**src/rtl/vault_pkg.sv**
```systemverilog
// Shared definitions for the password vault RAM: entry field layout, default widths
// and the lookup FSM state encoding.
package vault_pkg;

  localparam int unsigned ADDR_W_DEF = 4;
  localparam int unsigned KEY_W_DEF  = 128;

  // 256-bit entry: account in the upper half, encrypted password in the lower half
  localparam int unsigned ACC_HI = 255;
  localparam int unsigned ACC_LO = 128;
  localparam int unsigned PW_HI  = 127;
  localparam int unsigned PW_LO  = 0;

  typedef enum logic [1:0] {
    StIdle,
    StRead,
    StCmp,
    StDone
  } lookup_state_e;

endpackage

```
**src/rtl/vault_lookup.sv**
```systemverilog
// Read-side lookup engine: linearly scans the vault RAM for an account name and returns
// the first matching entry's index and encrypted password.
module vault_lookup
  import vault_pkg::*;
#(
  parameter int unsigned ADDR_W = ADDR_W_DEF,
  parameter int unsigned KEY_W  = KEY_W_DEF,
  parameter int unsigned DATA_W = 2 * KEY_W
) (
  input  logic              clk,
  input  logic              rst,
  input  logic              go,
  input  logic [KEY_W-1:0]  account,
  input  logic [ADDR_W-1:0] max_address,
  output logic [ADDR_W-1:0] mem_addr,
  input  logic [DATA_W-1:0] mem_q,
  output logic              busy,
  output logic              done,
  output logic              found,
  output logic [ADDR_W-1:0] match_index,
  output logic [KEY_W-1:0]  password_enc
);

  lookup_state_e     state_q, state_d;
  logic [ADDR_W-1:0] addr_q, addr_d;
  logic [KEY_W-1:0]  acc_q, acc_d;
  logic [ADDR_W-1:0] max_q, max_d;
  logic              found_q, found_d;
  logic [ADDR_W-1:0] idx_q, idx_d;
  logic [KEY_W-1:0]  pw_q, pw_d;

  logic              acc_hit;
  logic              last_addr;

  assign acc_hit   = (mem_q[ACC_HI:ACC_LO] == acc_q);
  // max_q is non-zero whenever a scan is running, so max_q - 1 cannot underflow here
  assign last_addr = (addr_q == (max_q - ADDR_W'(1)));

  always_comb begin
    state_d = state_q;
    addr_d  = addr_q;
    acc_d   = acc_q;
    max_d   = max_q;
    found_d = found_q;
    idx_d   = idx_q;
    pw_d    = pw_q;

    case (state_q)
      StIdle: begin
        if (go) begin
          acc_d   = account;
          max_d   = max_address;
          found_d = 1'b0;
          idx_d   = '0;
          pw_d    = '0;
          addr_d  = '0;
          state_d = (max_address == '0) ? StDone : StRead;
        end
      end
      StRead: begin
        state_d = StCmp;
      end
      StCmp: begin
        if (acc_hit) begin
          found_d = 1'b1;
          idx_d   = addr_q;
          pw_d    = mem_q[PW_HI:PW_LO];
          state_d = StDone;
        end else if (last_addr) begin
          state_d = StDone;
        end else begin
          addr_d  = addr_q + ADDR_W'(1);
          state_d = StRead;
        end
      end
      StDone: begin
        state_d = StIdle;
      end
      default: begin
        state_d = StIdle;
      end
    endcase
  end

  always_ff @(posedge clk or negedge rst) begin
    if (!rst) begin
      state_q <= StIdle;
      addr_q  <= '0;
      acc_q   <= '0;
      max_q   <= '0;
      found_q <= 1'b0;
      idx_q   <= '0;
      pw_q    <= '0;
    end else begin
      state_q <= state_d;
      addr_q  <= addr_d;
      acc_q   <= acc_d;
      max_q   <= max_d;
      found_q <= found_d;
      idx_q   <= idx_d;
      pw_q    <= pw_d;
    end
  end

  assign mem_addr     = addr_q;
  assign busy         = (state_q == StRead) || (state_q == StCmp);
  assign done         = (state_q == StDone);
  assign found        = found_q;
  assign match_index  = idx_q;
  assign password_enc = pw_q;

endmodule
```
**config.mk**
```make
export PLATFORM = sky130hd
export DESIGN_NAME = vault_lookup
export DESIGN_NICKNAME = d
export VERILOG_FILES = /design/src/rtl/vault_pkg.sv /design/src/rtl/vault_lookup.sv
export SDC_FILE = /design/constraint.sdc
export NUM_CORES = 1
export LEC_CHECK = 0
export ABC_CLOCK_PERIOD_IN_PS = 4200
export BUFFER_PORTS_ARGS = -buffer_cell sky130_fd_sc_hd__buf_2
export CAP_MARGIN = 20
export CORE_AREA = 2 2 206 208
export DETAILED_ROUTE_END_ITERATION = 8
export DIE_AREA = 0 0 208 210
export PLACE_DENSITY = 0.6
export SLEW_MARGIN = 20
export SYNTH_ARGS = -nofsm -noshare
export SYNTH_HDL_FRONTEND = slang
export SYNTH_SLANG_ARGS = --single-unit
export TNS_END_PERCENT = 50
```
**constraint.sdc**
```tcl
create_clock -name clk -period 4.2 [get_ports clk]
set_input_delay 0.84 -clock clk [delete_from_list [all_inputs] [get_ports clk]]
set_output_delay 0.84 -clock clk [all_outputs]
set_load 0.005 [all_outputs]
```
==> results.json <==
{
  "synth_edf_count": 0,
  "async_flop_share": 1.00,
  "r2r_setup_slack_ns": 1.09,
  "multi_input_area_um2": 5050,
  "drc": 0,
  "routed_wl_mm": 35.8,
  "yosys-top-cells-area": "dfrtp_1 (54%), mux2_2 (12%), mux2i_1 (10%), xnor2_1 (9.2%), nand2_1 (4.2%)",
  "drt-initial-drc-count": 491,
  "viasPerCell": 4.40,
  "holdWs_ns": 0.376,
  "grt_setup_unrepaired": "no",
  "drive_gt1_frac": 0.449,
  "placementRows": 75,
  "htreeDepth": 2,
  "wl_met2_mm": 17.8,
  "portBuffers": 529,
  "hold_viol_final": 0,
  "finalSetupViolCount": 0,
  "wl_met3_mm": 3.12,
  "die_y_um": 210,
  "max-vdd-ir-drop_mv": 0.393,
  "fillers": 4106,
  "wl_per_cell_um": 16.5,
  "grt_antenna_before_repair": 10,
  "yosys_warnings": 0,
  "grtUsageTotal": 0.161,
  "synth.top_cells.by_count": "dfrtp_1 (271), nand2_1 (142), inv_1 (138)",
  "max-cap-violations": 0,
  "postRouteAntennaNets": 0,
  "dieArea_um2": 43700,
  "ff_latch_area_um2": 6780,
  "end_kind": "flop",
  "nets": 2001,
  "grt_pass1_vias": 10200,
  "area_delta_synth_final_pct": 35.0,
  "grt_overflow": 0,
  "report.final.slew_viol_count": 0,
  "cp-start-kind": "input pin",
  "status": "finished, final reports clean",
  "synth_cells": 1072,
  "highest_layer": "met5",
  "syn-num-nets": 1468,
  "gp_congestion": 0.785,
  "synth_top_area_share": 0.539,
  "clk_root_buffer_cell": "clkbuf_16",
  "cts_tree": "built",
  "hold_path_class": "in2async",
  "worstMarginPinSlew_ns": 1.16,
  "grt_max_degree": 134,
  "cp_max_fo": 133,
  "min_period_ns": 3.12,
  "syn_area_per_cell_um2": 11.7,
  "reg2reg_from": "acc_q[77]",
  "reg2reg_depth": 7,
  "reg2reg_to": "password_enc[106]",
  "p_leak_nw": 9.58,
  "synth_seq_cells": 271,
  "fin_setup_tns_ns": 0,
  "postCtsHoldBufs": 0,
  "vias": 9546,
  "wl_met1_mm": 13.8,
  "firstDrtPassIters": 4,
  "hpwl_mm": 26.7,
  "cts_sinks": 271,
  "arrival_ns": 3.53,
  "post_cts_buffers": 0,
  "numCtsBuffers": 34,
  "cts_buffer_depth": 3,
  "path_clk_slew_ns": 0.06,
  "synth_most_common_cell": "dfrtp_1",
  "synth_top_area_cell": "dfrtp_1",
  "ys_seq_area_frac": 0.539,
  "clk_latency_ns": 0.53,
  "boundaryPins": 530,
  "dominantRegCellSynth": "dfrtp_1",
  "fmax_mhz": 321,
  "cp.required_ns": 4.61,
  "p_per_area_nw_per_um2": 539,
  "fp.coreArea_um2": 41500,
  "initial_core_util": 0.303,
  "period_share": 0.742,
  "syn_area_um2": 12600,
  "synth_cell_types": 32,
  "fin_skew_ns": 0.0220,
  "cts_resized": 0,
  "fp.dieW_um": 208,
  "relSlewSlack": 0.225,
  "grt_pass1_wl_mm": 55.2,
  "crit_type": "in2reg"
}
-- cell families (layout without fill, tap and decap cells) --
logic type	Yosys count	in the layout	share of synthesized area
flip-flops	271	271	0.539
multiplexers	264	264	0.223
AND/OR/NAND/NOR	198	198	0.0697
buffers and inverters	184	737	0.0610
XOR/XNOR	134	134	0.0933
AO/OA/AOI/OAI	16	16	0.00905
adder cells (fa/ha/maj)	5	5	0.00497
other	0	5	0
-- state kept, by name (all words and copies together), names as in the netlist --
register / cells
state_q: 2
password_enc: 128
mem_addr: 4
match_index: 4
max_q: 4
found: 1
acc_q: 128
-- cells in the final DEF, fill, tap and decap left out, drive strengths merged, types with 2 or more instances in the layout --
cell / netlist / layout
a2111oi: 2 / 2
a211o: 2 / 2
a21oi: 2 / 2
and4: 2 / 2
buf: 24 / 543
bufinv: 0 / 2
clkbuf: 22 / 50
clkinv: 0 / 2
dfrtp: 271 / 271
diode: 0 / 5
ha: 5 / 5
inv: 138 / 139
mux2: 132 / 132
mux2i: 132 / 132
nand2: 142 / 142
nand3: 3 / 3
nand4: 36 / 36
nor2: 2 / 2
nor3: 2 / 2
nor4: 9 / 9
o21ai: 3 / 3
xnor2: 132 / 132
xor2: 2 / 2
-- worst max-delay path, stage by stage --
cell and delay, ns:
buf_2 0.10, xnor2_1 0.13, nand4_1 0.27, nor4_1 0.58, and4_1 0.41, nand4_1 0.18
buf_12 0.29, mux2i_1 0.38
-- stage by stage --
stage | instance area [um2] | power (mW) | std cells | utilization | setup slack, ns
floorplan | 12600 | 5.47 | 1072 | - | 1.75
global placement | 15800 | 6.16 | 2108 | 0.382 | 0.678
detailed placement | 15800 | 6.24 | 2108 | 0.382 | 0.679
CTS | 17000 | 9.33 | 2164 | 0.409 | 1.21
global route | 17000 | 9.70 | 2169 | 0.410 | 0.947
finish | 17000 | 9.15 | 2169 | 0.410 | 1.08
-- layer usage --
metal  vias up  track usage
met3        65       0.0587
met4         8       0.0633
met2       356        0.279
met5         -            0
li1       4552            -
met1      4565        0.180
-- final cells by class --
type                       instances  share of cell area
antenna                            5            0.000736
multi-input combinational        617               0.297
clock inverter                     6             0.00508
sequential                       271               0.399
timing repair buffer             543               0.165
clock buffer                      50              0.0627
tap                              539              0.0397
inverter                         138              0.0305
-- power breakdown --
part / leakage, nW / internal (mW) / switching [mW]
combinational: 5.53 / 1.37 / 0.993
clock: 0.566 / 1.87 / 1.14
sequential: 3.49 / 3.30 / 0.488
-- worst max-delay path by stage --
| stage | start | to | slack (ns) | depth (start not counted) |
|---|---|---|---|---|
| 4_1_cts | acc_q[124] | password_enc[106] | 1.21 | 7 |
| 3_5_place_dp | mem_q[252] | password_enc[106] | 0.68 | 8 |
| 3_3_place_gp | mem_q[233] | password_enc[100] | 0.68 | 8 |
| 5_1_grt | acc_q[83] | password_enc[104] | 0.95 | 7 |
| 6_report | mem_q[205] | password_enc[106] | 1.08 | 8 |
| 2_1_floorplan | mem_q[184] | password_enc[100] | 1.75 | 10 |
Note: power is estimated with default switching activity, not from simulation.
